## config.mk

```make
export PLATFORM = sky130hd
export DESIGN_NAME = axi4lite_reg_bank
export DESIGN_NICKNAME = d
export VERILOG_FILES = /design/src/rtl/axi4lite_pkg.sv /design/src/rtl/axi4lite_reg_bank.sv
export SDC_FILE = /design/constraint.sdc
export NUM_CORES = 1
export LEC_CHECK = 0
export CAP_MARGIN = 20
export CORE_ASPECT_RATIO = 1.25
export CORE_UTILIZATION = 30
export CTS_CLUSTER_DIAMETER = 50
export DETAILED_ROUTE_END_ITERATION = 8
export GPL_TIMING_DRIVEN = 0
export PLACE_DENSITY = 0.48
export SYNTH_ARGS = -nofsm -noshare
export SYNTH_HDL_FRONTEND = slang
export SYNTH_SLANG_ARGS = --single-unit
```

## constraint.sdc

```tcl
create_clock -name clk -period 2.6 [get_ports clk]
set_clock_uncertainty 0.2 [all_clocks]
set_input_delay 0.52 -clock clk [delete_from_list [all_inputs] [get_ports clk]]
set_output_delay 0.52 -clock clk [all_outputs]
set_load 0.01 [all_outputs]
```

## src/rtl/axi4lite_pkg.sv

```systemverilog
// Shared types for the AXI4-Lite register bank: response codes and the
// write/read channel state encodings.
package axi4lite_pkg;

    typedef enum logic [1:0] {
        OKAY   = 2'b00,
        EXOKAY = 2'b01,
        SLVERR = 2'b10,
        DECERR = 2'b11
    } resp_t;

    typedef enum logic {
        W_IDLE = 1'b0,
        W_RESP = 1'b1
    } wr_state_t;

    typedef enum logic {
        R_IDLE = 1'b0,
        R_DATA = 1'b1
    } rd_state_t;

endpackage

```

## src/rtl/axi4lite_reg_bank.sv

```systemverilog
// AXI4-Lite slave exposing NREG DW-bit registers with byte strobes.
// Define AXI4LITE_REG_BANK_SLVERR_EN to answer out-of-range accesses with SLVERR.
module axi4lite_reg_bank
    import axi4lite_pkg::*;
#(
    parameter int AW   = 8,
    parameter int DW   = 32,
    parameter int NREG = 16
) (
    input  logic                 clk,
    input  logic                 reset,
    input  logic [AW-1:0]        awaddr,
    input  logic [2:0]           awprot,
    input  logic                 awvalid,
    output logic                 awready,
    input  logic [DW-1:0]        wdata,
    input  logic [DW/8-1:0]      wstrb,
    input  logic                 wvalid,
    output logic                 wready,
    output logic [1:0]           bresp,
    output logic                 bvalid,
    input  logic                 bready,
    input  logic [AW-1:0]        araddr,
    input  logic [2:0]           arprot,
    input  logic                 arvalid,
    output logic                 arready,
    output logic [DW-1:0]        rdata,
    output logic [1:0]           rresp,
    output logic                 rvalid,
    input  logic                 rready,
    output logic [NREG*DW-1:0]   regs_o,
    output logic [NREG-1:0]      wr_stb_o
);

    localparam int SW   = DW / 8;
    localparam int OFFB = $clog2(SW);
    localparam int IDXW = AW - OFFB;
    localparam int RIW  = (NREG > 1) ? $clog2(NREG) : 1;

`ifdef AXI4LITE_REG_BANK_SLVERR_EN
    localparam resp_t OOR_RESP = SLVERR;
`else
    localparam resp_t OOR_RESP = OKAY;
`endif

    function automatic logic idx_in_range(input logic [IDXW-1:0] idx);
        return 32'(idx) < 32'(NREG);
    endfunction

    wr_state_t        w_state_q, w_state_d;
    logic             aw_got_q, aw_got_d, w_got_q, w_got_d;
    logic             awready_q, awready_d, wready_q, wready_d;
    logic [AW-1:0]    waddr_q, waddr_d;
    logic [DW-1:0]    wdata_q, wdata_d;
    logic [SW-1:0]    wstrb_q, wstrb_d;
    logic             bvalid_q, bvalid_d;
    resp_t            bresp_q, bresp_d;
    logic [DW-1:0]    regs_q [NREG];
    logic [DW-1:0]    regs_d [NREG];
    logic [NREG-1:0]  wr_stb_q, wr_stb_d;

    rd_state_t        r_state_q, r_state_d;
    logic             arready_q, arready_d, rvalid_q, rvalid_d;
    logic [DW-1:0]    rdata_q, rdata_d;
    resp_t            rresp_q, rresp_d;

    logic [IDXW-1:0]  w_idx_s, r_idx_s;
    logic [RIW-1:0]   w_ridx_s, r_ridx_s;
    logic             w_in_range_s, r_in_range_s;
    logic             unused_ok_s;

    assign w_idx_s      = waddr_q[AW-1:OFFB];
    assign w_ridx_s     = w_idx_s[RIW-1:0];
    assign w_in_range_s = idx_in_range(w_idx_s);
    assign r_idx_s      = araddr[AW-1:OFFB];
    assign r_ridx_s     = r_idx_s[RIW-1:0];
    assign r_in_range_s = idx_in_range(r_idx_s);
    assign unused_ok_s  = ^{awprot, arprot, awaddr[OFFB-1:0], araddr[OFFB-1:0]};

    // Write channel: capture AW and W independently, commit once both are held.
    always_comb begin
        w_state_d = w_state_q;
        aw_got_d  = aw_got_q;
        w_got_d   = w_got_q;
        waddr_d   = waddr_q;
        wdata_d   = wdata_q;
        wstrb_d   = wstrb_q;
        bvalid_d  = bvalid_q;
        bresp_d   = bresp_q;
        regs_d    = regs_q;
        wr_stb_d  = '0;
        case (w_state_q)
            W_IDLE: begin
                if (awvalid && awready_q) begin
                    aw_got_d = 1'b1;
                    waddr_d  = awaddr;
                end else begin
                    aw_got_d = aw_got_q;
                end
                if (wvalid && wready_q) begin
                    w_got_d = 1'b1;
                    wdata_d = wdata;
                    wstrb_d = wstrb;
                end else begin
                    w_got_d = w_got_q;
                end
                if (aw_got_q && w_got_q) begin
                    if (w_in_range_s) begin
                        for (int b = 0; b < SW; b++) begin
                            if (wstrb_q[b]) begin
                                regs_d[w_ridx_s][b*8 +: 8] = wdata_q[b*8 +: 8];
                            end else begin
                                regs_d[w_ridx_s][b*8 +: 8] = regs_q[w_ridx_s][b*8 +: 8];
                            end
                        end
                        wr_stb_d[w_ridx_s] = 1'b1;
                        bresp_d = OKAY;
                    end else begin
                        bresp_d = OOR_RESP;
                    end
                    aw_got_d  = 1'b0;
                    w_got_d   = 1'b0;
                    bvalid_d  = 1'b1;
                    w_state_d = W_RESP;
                end else begin
                    w_state_d = W_IDLE;
                end
            end
            W_RESP: begin
                if (bready) begin
                    bvalid_d  = 1'b0;
                    w_state_d = W_IDLE;
                end else begin
                    w_state_d = W_RESP;
                end
            end
            default: begin
                w_state_d = W_IDLE;
                aw_got_d  = 1'b0;
                w_got_d   = 1'b0;
                bvalid_d  = 1'b0;
            end
        endcase
        awready_d = (w_state_d == W_IDLE) && !aw_got_d;
        wready_d  = (w_state_d == W_IDLE) && !w_got_d;
    end

    // Read channel: sample the register file at the AR handshake, hold until rready.
    always_comb begin
        r_state_d = r_state_q;
        rvalid_d  = rvalid_q;
        rdata_d   = rdata_q;
        rresp_d   = rresp_q;
        case (r_state_q)
            R_IDLE: begin
                if (arvalid && arready_q) begin
                    rdata_d   = r_in_range_s ? regs_q[r_ridx_s] : '0;
                    rresp_d   = r_in_range_s ? OKAY : OOR_RESP;
                    rvalid_d  = 1'b1;
                    r_state_d = R_DATA;
                end else begin
                    r_state_d = R_IDLE;
                end
            end
            R_DATA: begin
                if (rready) begin
                    rvalid_d  = 1'b0;
                    r_state_d = R_IDLE;
                end else begin
                    r_state_d = R_DATA;
                end
            end
            default: begin
                r_state_d = R_IDLE;
                rvalid_d  = 1'b0;
            end
        endcase
        arready_d = (r_state_d == R_IDLE);
    end

    // State and output registers; readies come up on the first edge out of reset.
    always_ff @(posedge clk) begin
        if (reset) begin
            w_state_q <= W_IDLE;
            aw_got_q  <= 1'b0;
            w_got_q   <= 1'b0;
            awready_q <= 1'b0;
            wready_q  <= 1'b0;
            waddr_q   <= '0;
            wdata_q   <= '0;
            wstrb_q   <= '0;
            bvalid_q  <= 1'b0;
            bresp_q   <= OKAY;
            wr_stb_q  <= '0;
            for (int i = 0; i < NREG; i++) begin
                regs_q[i] <= '0;
            end
            r_state_q <= R_IDLE;
            arready_q <= 1'b0;
            rvalid_q  <= 1'b0;
            rdata_q   <= '0;
            rresp_q   <= OKAY;
        end else begin
            w_state_q <= w_state_d;
            aw_got_q  <= aw_got_d;
            w_got_q   <= w_got_d;
            awready_q <= awready_d;
            wready_q  <= wready_d;
            waddr_q   <= waddr_d;
            wdata_q   <= wdata_d;
            wstrb_q   <= wstrb_d;
            bvalid_q  <= bvalid_d;
            bresp_q   <= bresp_d;
            wr_stb_q  <= wr_stb_d;
            regs_q    <= regs_d;
            r_state_q <= r_state_d;
            arready_q <= arready_d;
            rvalid_q  <= rvalid_d;
            rdata_q   <= rdata_d;
            rresp_q   <= rresp_d;
        end
    end

    for (genvar gi = 0; gi < NREG; gi++) begin : g_flat
        assign regs_o[gi*DW +: DW] = regs_q[gi];
    end

    assign awready  = awready_q;
    assign wready   = wready_q;
    assign bvalid   = bvalid_q;
    assign bresp    = bresp_q;
    assign arready  = arready_q;
    assign rvalid   = rvalid_q;
    assign rdata    = rdata_q;
    assign rresp    = rresp_q;
    assign wr_stb_o = wr_stb_q;

endmodule

```

==> results.json <==
{
  "ios": 634,
  "grt_max_degree": 14,
  "root_buffer": "clkbuf_16",
  "gp_congestion": 0.980,
  "final_cell_area_um2": 47000,
  "detailed_place_hpwl_um": 166000,
  "ys_warn_count": 0,
  "path_class": "reg -> reg",
  "postSynth.asyncResetShare_pct": 0,
  "peakVddDrop_mv": 0.458,
  "p_switching_w": 0.00740,
  "min_path_type": "in -> reg",
  "power.static_leakage_nw": 14.7,
  "clock_latency_ns": 0.70,
  "yosysSeqAreaShare_pct": 37.1,
  "rsz0062_at_grt": "true",
  "drtIter0Drc": 5086,
  "r2r-start": "wstrb_q[2]",
  "finalSetupTns_ns": -0.822,
  "worstRegToRegCells": 5,
  "crit_path_end_kind": "flip-flop",
  "finalCritPeriodShare_pct": 103,
  "synth_ff_type": "dfxtp_1",
  "dieWidth_um": 298,
  "cts_made_buffers": 92,
  "finalNonFillerCells": 5923,
  "cts_max_level": 3,
  "min_period_ns": 2.69,
  "min_to": "wdata_q[31]",
  "avgSynthCellArea_um2": 9.15,
  "worstSetupStartpointType": "flip-flop",
  "vias": 37500,
  "nNetsFinal": 4462,
  "combPwrFrac_pct": 10.4,
  "violations": "negative setup slack",
  "first_pass_iters": 6,
  "dieArea_um2": 111000,
  "gr-total-overflow": 0,
  "synth.distinct_cells": 47,
  "pwr-share-seq_pct": 36.8,
  "fmax_ghz": 0.372,
  "antenna_found_initial": 10,
  "drcViolationCount": 0,
  "hp-start": "wdata[31]",
  "r2r_slack_ns": -0.09,
  "cts.sinks": 611,
  "vias_per_cell": 6.32,
  "final_layout_size_suffix_gt1_share_pct": 19.1,
  "setup_viol": 50,
  "max-cap-violations": 0,
  "drt-total-wl_um": 228000,
  "ys_ff_latch": 611,
  "grt_pass1_wl_um": 302000,
  "clk_path_buf_depth": 3,
  "first_global_vias": 35800,
  "rows": 135,
  "reg2reg_to": "regs_o[48]",
  "clkTransAtPathRegs_ns": 0.07,
  "crit_required_ns": 2.98,
  "final_antenna_net_count": 0,
  "syn-cell-area_um2": 33000,
  "placed_cell_area_um2": 41500,
  "core-area_um2": 109000,
  "synth_edf_count": 0,
  "p_sw_share_pct": 28.8,
  "dp_cells": 5702,
  "hold_depth": 3,
  "wl_per_cell_um": 38.4,
  "cp-startpoint": "wstrb_q[2]",
  "area_delta_synth_final_pct": 42.6,
  "hold_violations": 0,
  "internal_power_w": 0.0183,
  "clkPwrFrac_pct": 52.8,
  "initial_core_util_pct": 30.3,
  "syn_inst": 3601,
  "cp_max_fo": 10,
  "cp.arrival_ns": 3.07,
  "cts_hold_buf": 0,
  "io_buffers": 615,
  "die_height_um": 373,
  "tightest_slew_ns": 1.28,
  "drv_slew": 0,
  "relSlewSlack_pct": 14.7,
  "setup_ws_ns": -0.0855,
  "cts_tree": "built",
  "p_per_area_nw_per_um2": 547,
  "gr-usage-all-layers_pct": 39.6,
  "status": "finished with violations"
}
-- layer usage --
layer	part of all wire [%]	vias up	GRT usage (%)
met5	0.046	-	0.433
met1	36	18600	45.4
met2	44	2906	61.4
met4	8.2	8	28.4
li1	-	15200	-
met3	12	789	13.6
-- sequential cells by signal (all words and copies together), names as in the netlist --
name       cells
arready        1
aw_got_q       1
awready        1
bvalid         1
r_state_q      1
rdata         32
regs_o       512
rvalid         1
w_got_q        1
w_state_q      1
waddr_q        6
wdata_q       32
wr_stb_o      16
wready         1
wstrb_q        4
-- cells in the final DEF (no fill, tap or decap), types with 15 or more instances in the layout --
cell               n
clkbuf_1          80
a22oi_1           32
a21oi_1           46
buf_2             31
clkbuf_2          78
nor2b_1           29
a22oi_2           32
nor2_1            43
nor3b_1           34
o21ai_0          120
mux4_2           160
mux2i_1          222
clkinvlp_4        20
buf_1             17
nand3b_1         225
a311o_1           34
dfxtp_1          607
nand4_1          192
o211ai_1         275
clkbuf_4          52
buf_6             29
o32ai_1          128
and2_1            52
o221ai_2          19
clkbuf_16         94
buf_8             47
nand2_1          666
buf_4             84
nor2_2            15
clkbuf_8          20
inv_1            131
clkdlybuf4s50_1  607
-- metrics by stage --
stage	power (W)	setup slack [ns]	hold slack (ns)	util (%)
2_1_floorplan	0.0108	0.209	0.237	-
6_report	0.0257	-0.0855	0.176	43.3
3_5_place_dp	0.0120	-1.85	0.248	38.2
5_1_grt	0.0261	-0.0619	0.184	43.3
3_3_place_gp	0.0119	-2.12	0.243	37.7
4_1_cts	0.0255	-0.00340	0.171	42.7
-- synth_stat cells, types with 2 or more instances --
cell type	count	area share, %
o21ai_0	129	2.0
a2111oi_1	8	0.24
o32ai_1	128	3.4
nor3_4	12	0.59
buf_2	83	1.3
mux4_2	160	11
and3b_1	2	0.053
buf_1	23	0.26
nand3b_1	225	5.1
nand2_1	666	7.6
nand3_1	8	0.12
a21oi_1	61	0.93
buf_6	12	0.41
or2_0	13	0.25
nor2_1	67	0.76
a31oi_1	4	0.076
o211ai_2	11	0.42
a2111oi_0	16	0.43
buf_4	10	0.23
nor3_1	12	0.18
o221ai_1	32	0.85
dfxtp_1	611	37
nor4b_1	2	0.053
nand4_1	192	3.6
clkbuf_1	232	2.6
nor3b_1	34	0.77
a2111oi_2	8	0.36
and2_1	53	1.0
inv_1	132	1.5
nand2b_1	5	0.095
nor2b_1	35	0.66
a311o_1	34	1.0
or2_2	6	0.11
a22oi_1	64	1.5
o211ai_1	275	6.3
or4b_4	2	0.084
mux2i_1	224	6.8
-- worst max-delay path: stages, from the launching register on --
cell      delay, ns
dfxtp_1        0.30
buf_1          0.34
inv_1          0.58
o221ai_1       0.35
or2_2          0.42
a311o_1        0.37
-- power groups by stage --
stage / logic, W / registers, W / clock network (W)
floorplan: 0.00117 / 0.00964 / 0
global placement: 0.00228 / 0.00965 / 0
detailed placement: 0.00236 / 0.00965 / 0
CTS: 0.00249 / 0.00946 / 0.0135
global route: 0.00267 / 0.00946 / 0.0139
finish: 0.00267 / 0.00946 / 0.0136
-- kinds of logic after synthesis --
family | share of synthesized area (%)
and+or+nand+nor | 21.4
AOI/OAI and AO/OA | 17.4
DFF | 37.1
buffers and inverters | 6.31
muxes | 17.7
other | 0.0114
-- area by class of cell --
class | count | area [um2]
clock inverter | 62 | 761
timing repair buffer | 707 | 7190
clock buffer | 109 | 2470
tap | 1438 | 1800
sequential | 611 | 12200
buffer | 352 | 2540
multi-input combinational | 2501 | 19500
antenna | 11 | 27.5
inverter | 132 | 499
fill | 10700 | 61600
-- worst max-delay path by stage --
| stage | end | slack [ns] |
|---|---|---|
| floorplan | rdata[10] | 0.21 |
| global placement | regs_o[226] | -2.12 |
| detailed placement | regs_o[260] | -1.85 |
| CTS | regs_o[379] | -0.003 |
| global route | regs_o[48] | -0.06 |
| finish | regs_o[48] | -0.09 |
-- what timing repair did --
action / in CTS / in global routing
pin swaps: 17 / 20
setup endpoints to repair: 613 / 473
resized for setup: 463 / 178
setup buffers: 39 / 6
cloned: 0 / 1
Power figures use the tool's default switching activity.
